## src/rtl/logic_op_pipe.sv

```systemverilog
// ============================================================================
//  Module   : logic_op_pipe
//  Summary  : Two-stage handshaked pipeline. It computes bitwise logic
//             functions (AND/OR/NAND/NOR/XOR/XNOR/NOT) and registers the
//             zero, parity and illegal-opcode flags.
//  Options  : LOGIC_OP_PIPE_STATS_EN adds saturating transfer/error counters.
//  Revision : 1.0  initial release
// ============================================================================
`default_nettype none

module logic_op_pipe #(
    parameter int WIDTH = 8
) (
    input  logic             clk,
    input  logic             rst,
    input  logic             in_valid,
    output logic             in_ready,
    input  logic [WIDTH-1:0] in_a,
    input  logic [WIDTH-1:0] in_b,
    input  logic [2:0]       in_op,
    output logic             out_valid,
    input  logic             out_ready,
    output logic [WIDTH-1:0] out_result,
    output logic             out_zero,
    output logic             out_parity,
    output logic             out_err
`ifdef LOGIC_OP_PIPE_STATS_EN
    ,
    output logic [15:0]      txn_count,
    output logic [15:0]      err_count
`endif
);

    localparam logic [2:0] c_OP_AND  = 3'd0;
    localparam logic [2:0] c_OP_OR   = 3'd1;
    localparam logic [2:0] c_OP_NAND = 3'd2;
    localparam logic [2:0] c_OP_NOR  = 3'd3;
    localparam logic [2:0] c_OP_XOR  = 3'd4;
    localparam logic [2:0] c_OP_XNOR = 3'd5;
    localparam logic [2:0] c_OP_NOT  = 3'd6;

    // Stage 1: captured operands and opcode
    logic             r_s1_valid;
    logic [WIDTH-1:0] r_s1_a;
    logic [WIDTH-1:0] r_s1_b;
    logic [2:0]       r_s1_op;

    // Stage 2: registered result and flags
    logic             r_s2_valid;
    logic [WIDTH-1:0] r_s2_result;
    logic             r_s2_zero;
    logic             r_s2_parity;
    logic             r_s2_err;

    logic             w_s2_ready;
    logic             w_s1_ready;
    logic             w_accept;
    logic             w_s1_move;
    logic             w_xfer;
    logic [WIDTH-1:0] w_result;
    logic             w_err;

    // The ready chain looks only at stage occupancy and out_ready. It never
    // looks at in_valid, so no combinational loop can form through the source.
    assign w_s2_ready = !r_s2_valid || out_ready;
    assign w_s1_ready = !r_s1_valid || w_s2_ready;
    assign w_accept   = in_valid && w_s1_ready;
    assign w_s1_move  = r_s1_valid && w_s2_ready;
    assign w_xfer     = r_s2_valid && out_ready;

    // Opcode decode from stage-1 registers; illegal opcode yields all zeros
    always_comb begin
        w_result = '0;
        w_err    = 1'b0;
        case (r_s1_op)
            c_OP_AND:  w_result = r_s1_a & r_s1_b;
            c_OP_OR:   w_result = r_s1_a | r_s1_b;
            c_OP_NAND: w_result = ~(r_s1_a & r_s1_b);
            c_OP_NOR:  w_result = ~(r_s1_a | r_s1_b);
            c_OP_XOR:  w_result = r_s1_a ^ r_s1_b;
            c_OP_XNOR: w_result = ~(r_s1_a ^ r_s1_b);
            c_OP_NOT:  w_result = ~r_s1_a;
            default: begin
                w_result = '0;
                w_err    = 1'b1;
            end
        endcase
    end

    // Stage-1 occupancy: refill (or drain) whenever the slot is free or moving on
    always_ff @(posedge clk) begin
        if (rst) begin
            r_s1_valid <= 1'b0;
        end else if (w_s1_ready) begin
            r_s1_valid <= in_valid;
        end
    end

    // Stage-1 data capture. The contents are don't-care while the slot is empty.
    always_ff @(posedge clk) begin
        if (w_accept) begin
            r_s1_a  <= in_a;
            r_s1_b  <= in_b;
            r_s1_op <= in_op;
        end
    end

    // Stage-2 occupancy: follows stage 1 whenever the output slot can take data
    always_ff @(posedge clk) begin
        if (rst) begin
            r_s2_valid <= 1'b0;
        end else if (w_s2_ready) begin
            r_s2_valid <= r_s1_valid;
        end
    end

    // Stage-2 result and flags; held during output stalls, cleared on reset
    always_ff @(posedge clk) begin
        if (rst) begin
            r_s2_result <= '0;
            r_s2_zero   <= 1'b0;
            r_s2_parity <= 1'b0;
            r_s2_err    <= 1'b0;
        end else if (w_s1_move) begin
            r_s2_result <= w_result;
            r_s2_zero   <= (w_result == '0);
            r_s2_parity <= ^w_result;
            r_s2_err    <= w_err;
        end
    end

    assign in_ready   = w_s1_ready;
    assign out_valid  = r_s2_valid;
    assign out_result = r_s2_result;
    assign out_zero   = r_s2_zero;
    assign out_parity = r_s2_parity;
    assign out_err    = r_s2_err;

`ifdef LOGIC_OP_PIPE_STATS_EN
    logic [15:0] r_txn_count;
    logic [15:0] r_err_count;

    // Saturating counters of completed output transfers and of errored ones
    always_ff @(posedge clk) begin
        if (rst) begin
            r_txn_count <= 16'd0;
            r_err_count <= 16'd0;
        end else if (w_xfer) begin
            if (r_txn_count != 16'hFFFF) begin
                r_txn_count <= r_txn_count + 16'd1;
            end
            if (r_s2_err && (r_err_count != 16'hFFFF)) begin
                r_err_count <= r_err_count + 16'd1;
            end
        end
    end

    assign txn_count = r_txn_count;
    assign err_count = r_err_count;
`endif

endmodule

`default_nettype wire

```

## config.mk

```make
export PLATFORM = sky130hd
export DESIGN_NAME = logic_op_pipe
export DESIGN_NICKNAME = d
export VERILOG_FILES = /design/src/rtl/logic_op_pipe.sv
export SDC_FILE = /design/constraint.sdc
export NUM_CORES = 1
export LEC_CHECK = 0
export CORE_ASPECT_RATIO = 0.7
export CORE_MARGIN = 2
export CORE_UTILIZATION = 40
export DETAILED_ROUTE_END_ITERATION = 8
export MAX_ROUTING_LAYER = met4
export SYNTH_ARGS = -nofsm -noshare
export SYNTH_HDL_FRONTEND = slang
export SYNTH_SLANG_ARGS = --single-unit
```

## constraint.sdc

```tcl
create_clock -name clk -period 4.25 [get_ports clk]
set_input_delay 0.85 -clock clk [delete_from_list [all_inputs] [get_ports clk]]
set_output_delay 0.85 -clock clk [all_outputs]
set_load 0.01 [all_outputs]
```

Word-level counts from Yosys, hierarchy flattened
Cells that the tools add are included.
W data, S select, Z words.
Cells by class
  eq/ne operators: 6
  muxes and demuxes: 2
  bitwise operators: 7
  reduce and logical (&&, ||, !) cells: 10
Operator list (count)
  $pmux W8 S7: 1
  $not A8 Y8: 4
  $eq A3 B3 Y1 const B: 3
  $and A8 B8 Y8: 1
  $logic_not A8 Y1: 1
  $or A8 B8 Y8: 1
  $reduce_xor A8 Y1: 1
  $xor A8 B8 Y8: 1
  $reduce_or A7 Y1: 1
  $eq A3 B2 Y1 const B: 2
  $eq A3 B1 Y1 const B: 1
  $logic_not A3 Y1: 1
  $logic_and A1 B1 Y1: 2
  $logic_not A1 Y1: 2
  $logic_or A1 B1 Y1: 2
  $mux W1: 1
Word-level totals
  flip-flop bits (word level): 32
  input port bits: 23
  output and inout port bits: 13
  logic and storage cells: 34

Logic depth before layout (Yosys ltp)
Gate-level depths: netlist (run 1).
  word-level depth: 4
  depth in mapped cells: 10
  gate-level depth less buffers: 10

Least setup slack after synthesis (run 1)
OpenSTA, ideal clock, no wires.
  path kind: flip-flop to flip-flop
  start: register r_s1_a[2]
  end: register r_s2_parity (netlist: out_parity)
  setup time: 0.086 ns
  arrival time: 2.044 ns
  required time: 4.164 ns
  slack: 2.120 ns
  stages on the path, launching flop included: 10
  buffers on the path: 0
  clock period less this slack: 2.130 ns
  path through: edfxtp_1 -> ha_1 -> or2_2 -> a21oi_2 -> o21ai_0 -> and2_2 -> ha_1 -> xnor2_1 -> xnor2_1 -> a211oi_1
On the way
  longest elaborated chain between the ends: 4
  elaborated cells on any way between the ends: 9
  those cells by class: 1 x mux; 7 x bitwise; 1 x reduce/logical
RTL lines
  start, declared: line 44  | logic [WIDTH-1:0] r_s1_a;
  start signal, assigned: line 102  | r_s1_a <= in_a;
  $xor A8 B8 Y8, or another cell as far along: line 80, 81
  $not A8 Y8, on equally long branches: line 81, 78, 79
  $pmux W8 S7 *: line 75  | case (r_s1_op)
  $reduce_xor A8 Y1 *: line 127  | r_s2_parity <= ^w_result;
  end signal, assigned: line 127
  end, declared: line 52  | logic r_s2_parity;
Mark *: on every way between the ends. The rest lies on a longest branch, timed or not.
A chain may end at the register's enable or synchronous reset.

Worst setup path after layout (run 1)
  start: input out_ready
  end: output in_ready
On the way
  longest elaborated chain between the ends: 2
RTL lines
  start, declared: line 22  | input logic out_ready,
  $logic_or A1 B1 Y1: line 65  | assign w_s2_ready = !r_s2_valid || out_ready;
  $logic_or A1 B1 Y1: line 66  | assign w_s1_ready = !r_s1_valid || w_s2_ready;
  end, declared: line 17  | output logic in_ready,
No other way between the ends.

==> results of run 1 <==
kinds of logic (layout without fill, tap and decap cells):
logic type	after synthesis	after routing	share of synthesized area
simple gates	59	59	0.192
compound gates	37	37	0.127
flops	32	32	0.445
buf+inv	24	59	0.0697
fa+ha+maj	20	20	0.134
xor+xnor	7	7	0.0328
power breakdown:
part / internal [W] / total, W / switching [W]
registers: 0.000349 / 0.000368 / 0.0000189
logic: 0.0000781 / 0.000140 / 0.0000622
clock network: 0.000132 / 0.000238 / 0.000106
worst max-delay path: stages:
cell,delay [ps]
clkdlybuf4s50_1,400
nor2b_1,290
nand2_1,130
clkdlybuf4s50_1,490
per-layer routing:
metal	vias to the layer above	global-route usage	part of all wire
met5	-	-	0
met4	0	0.0408	0.0042
met3	2	0.0429	0.043
met2	26	0.257	0.48
met1	658	0.193	0.47
li1	694	-	-
flip-flops by register name, indices dropped and copies added, names as in the netlist:
register	flops
out_err	1
out_zero	1
out_valid	1
out_parity	1
r_s1_valid	1
out_result	8
r_s1_op	3
r_s1_a	8
r_s1_b	8
metrics by stage:
step	setup WS [ps]	instance area [sq um]	hold WS, ps	total power [W]
5_1_grt	1110	2310	470	0.000793
3_3_place_gp	1340	2220	442	0.000508
3_5_place_dp	1250	2220	451	0.000517
2_1_floorplan	2120	1870	476	0.000463
4_1_cts	1250	2310	458	0.000757
6_report	1230	2310	451	0.000746
cell type report:
type	count	area [sq um]
inverter	16	60.1
sequential	32	831
timing repair buffer	35	350
multi-input combinational	123	907
tap	55	68.8
clock buffer	8	90.1
fill	390	2100
final timing paths:
check / startpoint / end / slack (ps) / cells past startpoint
setup / recovery: out_ready / in_ready / 1230 / 4
hold reg to reg: out_zero / out_zero / 450 / 2
setup reg to reg: r_s1_op[0] / out_parity / 1640 / 8
hold / removal: out_zero / out_zero / 450 / 2
cells in the final DEF (no fill, tap or decap):
| master | instances |
|---|---|
| nand2b_1 | 3 |
| and2_1 | 1 |
| o21ai_0 | 15 |
| a211o_1 | 1 |
| clkdlybuf4s50_1 | 35 |
| a21oi_2 | 1 |
| and4_1 | 1 |
| clkbuf_1 | 2 |
| nand3b_1 | 7 |
| nand2_1 | 5 |
| a21oi_1 | 3 |
| ha_1 | 20 |
| xnor2_1 | 7 |
| nand2b_4 | 1 |
| a311oi_2 | 1 |
| nor3b_1 | 1 |
| nor2b_1 | 2 |
| nor2_1 | 17 |
| dfxtp_1 | 13 |
| a211oi_1 | 5 |
| nand3_1 | 3 |
| inv_1 | 16 |
| and2b_1 | 1 |
| o211ai_1 | 4 |
| edfxtp_1 | 19 |
| clkbuf_8 | 6 |
| and2_2 | 8 |
| or3b_1 | 7 |
| o221ai_1 | 3 |
| or2_2 | 1 |
| o21ai_1 | 4 |
| nand4_1 | 1 |
==> impl_metrics.py, run 1 <==
metrics = {
    "run_status": {
        "outcome": "complete, no violations",
    },
    "cells_and_area": {
        "antennaDiodeCount": 0,
        "fin_cells": 269,
        "final_util": 0.524,
        "drive_gt1_frac": 0.0841,
        "syn_to_final_growth_pct": 23.5,
        "nNetsFinal": 256,
    },
    "timing": {
        "slew_headroom": 0.413,
        "setup_tns_ps": 0,
        "tightest_slew_ps": 880,
        "finalCritPeriodShare": 0.710,
        "layout_min_cycle_time_ps": 3020,
        "rsz0062_at_grt": "no",
        "fin_skew_ps": 1.13,
        "slew_viol_final": 0,
        "hold_viol": 0,
        "fmax_mhz": 332,
        "setup_viol": 0,
    },
    "yosys": {
        "avgSynthCellArea_sq_um": 10.4,
        "synth_area_sq_um": 1870,
        "yosysTopAreaCellShare": 0.305,
        "yosys.area.top_type": "edfxtp_1",
        "synth_top_cells_by_count": "ha_1, edfxtp_1, nor2_1",
        "synth-seq-area-share": 0.445,
        "synth_edf_count": 19,
        "postSynthCellCount": 179,
        "synth_ff_type": "edfxtp_1",
        "yosysMostFrequentCell": "ha_1",
        "synthTopCellsByArea": "edfxtp_1, dfxtp_1, ha_1",
        "ys_types": 35,
        "synth.net_count": 222,
        "yosys_warnings": 0,
        "async_flop_share": 0,
        "synth_seq_cells": 32,
    },
    "grt": {
        "grt_use_total": 0.156,
        "grt_pass1_vias": 1308,
        "grt_pass1_wl_microns": 6040,
        "grt_remaining_overflow": 0,
        "grt_antenna_before_repair": 0,
        "grt_start_max_net_pins": 29,
    },
    "floorplan": {
        "fp-row-count": 20,
        "die_area_sq_um": 5240,
        "die_w_microns": 85.7,
        "start_util": 0.424,
        "ios": 36,
        "die_y_microns": 61.2,
        "coreArea_sq_um": 4400,
    },
    "detailed_routing": {
        "drc": 0,
        "drt-initial-drc-count": 59,
        "detailroute.via_count": 1380,
        "final_antenna_net_count": 0,
        "avgRoutedWirePerCell_microns": 13.3,
        "dr.pass1.iters": 4,
        "vias_per_cell": 5.13,
        "drt_wl_total_microns": 3570,
    },
    "placed_design": {
        "io_buffers": 35,
        "dp.cells": 261,
        "dp_hpwl_microns": 2670,
        "place_congestion": 0.742,
    },
    "worst_setup_path": {
        "required_ps": 3400,
        "worst-path-max-fanout": 5,
        "worst-endpoint-arrival_ps": 2170,
        "crit_path_end_kind": "primary output",
        "crit_type": "in2out",
        "startpoint_type": "input port",
    },
    "cts": {
        "insertion_delay_ps": 270,
        "cts_tree": "done",
        "cts.sinks": 32,
        "cts_inserted_buffers": 5,
        "root_buffer": "clkbuf_8",
        "cts.path.max_buffers": 2,
        "cts_htree_levels": 2,
        "cts_resized": 0,
        "cts.clk_slew.worst_paths_ps": 60,
        "cts_hold_buf": 0,
        "cts_setup_buffers": 0,
    },
    "power": {
        "leakage_nw": 0.906,
        "peakVddDrop_mv": 0.148,
        "pwr_density_cell_nw_per_um2": 323,
    },
    "worst_hold_path": {
        "min_path_type": "reg2reg",
    },
    "run": {
        "drv_cap": 0,
    },
}
Note: power is estimated with default switching activity, not from simulation.
==> inputs of run 2 (changes only) <==
- clock period: 4.25 -> 3.1 ns (I/O delays scaled with it)
==> run 2 against run 1 <==
Via count grew 0.72%. Setup slack got worse by 720 ps. Final area up 0.76%. Clock skew rose by 3.1 ps. Sequential cell count unchanged. Die area unchanged. Critical path type is now reg2reg. Critical endpoint is now out_parity.
==> impl_metrics.py, run 2 (synthesis gave the netlist of run 1 again) <==
metrics = {
    "run_status": {
        "outcome": "complete, no violations",
    },
    "grt": {
        "grt_remaining_overflow": 0,
        "grt_pass1_vias": 1204,
        "grt_start_max_net_pins": 29,
        "grt_pass1_wl_microns": 5620,
        "grt_use_total": 0.150,
        "grt_antenna_before_repair": 0,
    },
    "worst_setup_path": {
        "required_ps": 3300,
        "crit_path_end_kind": "flop",
        "crit_end": "out_parity",
        "worst-endpoint-arrival_ps": 2780,
        "cpMaxStageDelayCell": "edfxtp_1",
        "cpPeakStageDelay_ps": 910,
        "r2r_end": "out_parity",
        "r2r_slack_ps": 520,
        "crit_start": "r_s1_op[0]",
        "r2r-start": "r_s1_op[0]",
        "ff2ff_path_depth": 8,
        "worst-path-max-fanout": 28,
        "crit_chain": "or2_2, a21oi_2, a211o_1, and2_2, ha_1, xnor2_1, xnor2_1, a211oi_1",
        "crit_type": "reg2reg",
        "cp_common_cell": "xnor2_1",
        "startpoint_type": "flop",
    },
    "cells_and_area": {
        "multi_input_area_sq_um": 907,
        "seq_area_sq_um": 831,
        "layout_common_cells": "clkdlybuf4s50_1, ha_1, edfxtp_1",
        "drive_gt1_frac": 0.102,
        "fill_cells": 386,
        "final_common_cell": "clkdlybuf4s50_1",
        "antennaDiodeCount": 0,
        "syn_to_final_growth_pct": 24.4,
        "nNetsFinal": 258,
        "final_util": 0.528,
    },
    "timing": {
        "layout_min_cycle_time_ps": 2580,
        "slew_headroom": 0.429,
        "fin_skew_ps": 4.25,
        "tightest_slew_ps": 856,
        "hold_ws_ps": 453,
        "rsz0062_at_grt": "no",
        "finalCritPeriodShare": 0.833,
        "slew_viol_final": 0,
        "setup_viol": 0,
        "setup_tns_ps": 0,
        "fmax_mhz": 387,
        "hold_viol": 0,
    },
    "cts": {
        "cts_hold_buf": 0,
        "cts.clk_slew.worst_paths_ps": 60,
        "cts_inserted_buffers": 5,
        "insertion_delay_ps": 280,
        "cts.path.max_buffers": 2,
        "cts.sinks": 32,
        "cts_resized": 0,
        "cts_tree": "done",
        "cts_htree_levels": 2,
        "cts_setup_buffers": 0,
        "root_buffer": "clkbuf_8",
    },
    "floorplan": {
        "coreArea_sq_um": 4400,
        "ios": 36,
        "fp-row-count": 20,
        "start_util": 0.424,
        "die_w_microns": 85.7,
        "die_area_sq_um": 5240,
        "die_y_microns": 61.2,
    },
    "power": {
        "pwr_density_cell_nw_per_um2": 441,
        "p_total_w": 0.00103,
        "leakage_nw": 0.921,
        "peakVddDrop_mv": 0.233,
    },
    "detailed_routing": {
        "avgRoutedWirePerCell_microns": 12.9,
        "drc": 0,
        "drt_wl_total_microns": 3500,
        "dr.pass1.iters": 6,
        "vias_per_cell": 5.13,
        "drt-initial-drc-count": 55,
        "final_antenna_net_count": 0,
        "detailroute.via_count": 1390,
    },
    "run": {
        "drv_cap": 0,
    },
    "placed_design": {
        "place_congestion": 0.723,
        "io_buffers": 35,
        "dp_hpwl_microns": 2630,
    },
    "worst_hold_path": {
        "min_from": "out_err",
        "min_path_type": "reg2reg",
        "hold_depth": 2,
    },
}
[run 2: changes by cell type in the layout (fill, tap and decap cells not counted), sizes merged]
cell    change
buf         +2
clkinv      +2
clkbuf      -2
[run 2: final cells by class]
class,instances,share of cell area
Timing Repair Buffer,37,0.157
Inverter,16,0.0258
Clock inverter,2,0.00431
Multi-Input combinational cell,123,0.390
Sequential cell,32,0.357
Clock buffer,6,0.0355
Tap cell,55,0.0296
[run 2: worst min path at each step]
stage,to,slack (ps)
4_1_cts,out_err,460
6_report,out_err,450
2_1_floorplan,out_zero,480
3_5_place_dp,out_err,450
5_1_grt,out_err,460
3_3_place_gp,out_err,440
[run 2: critical path: cells and delay by family, from the launching register on]
kind / cells / cell delay [ps]
adder cells (fa/ha/maj): 1 / 300
XOR/XNOR: 2 / 270
AO/OA/AOI/OAI: 3 / 590
flip-flops: 1 / 910
AND/OR/NAND/NOR: 2 / 430
[run 2: layer usage]
metal	routed length, microns	up-vias	global-route usage	part of all wire
met5	0	-	-	0
met4	41	0	0.0680	0.012
met3	193	5	0.0456	0.055
met2	1550	35	0.231	0.44
met1	1720	651	0.185	0.49
li1	-	699	-	-
[run 2: per-stage QoR]
| step | cells | setup slack, ps | cell area, sq um |
|---|---|---|---|
| after detailed placement | 263 | 536 | 2230 |
| after CTS | 271 | 516 | 2320 |
| after global routing | 271 | 342 | 2320 |
| after global placement | 263 | 639 | 2230 |
| final | 271 | 517 | 2320 |
| after floorplan | 179 | 970 | 1870 |
[run 2: power breakdown]
part	leakage [nW]	total, W	switching (W)	internal (W)
clock	0.0510	0.000330	0.000153	0.000177
sequential	0.292	0.000501	0.0000228	0.000478
combinational	0.578	0.000195	0.0000871	0.000108
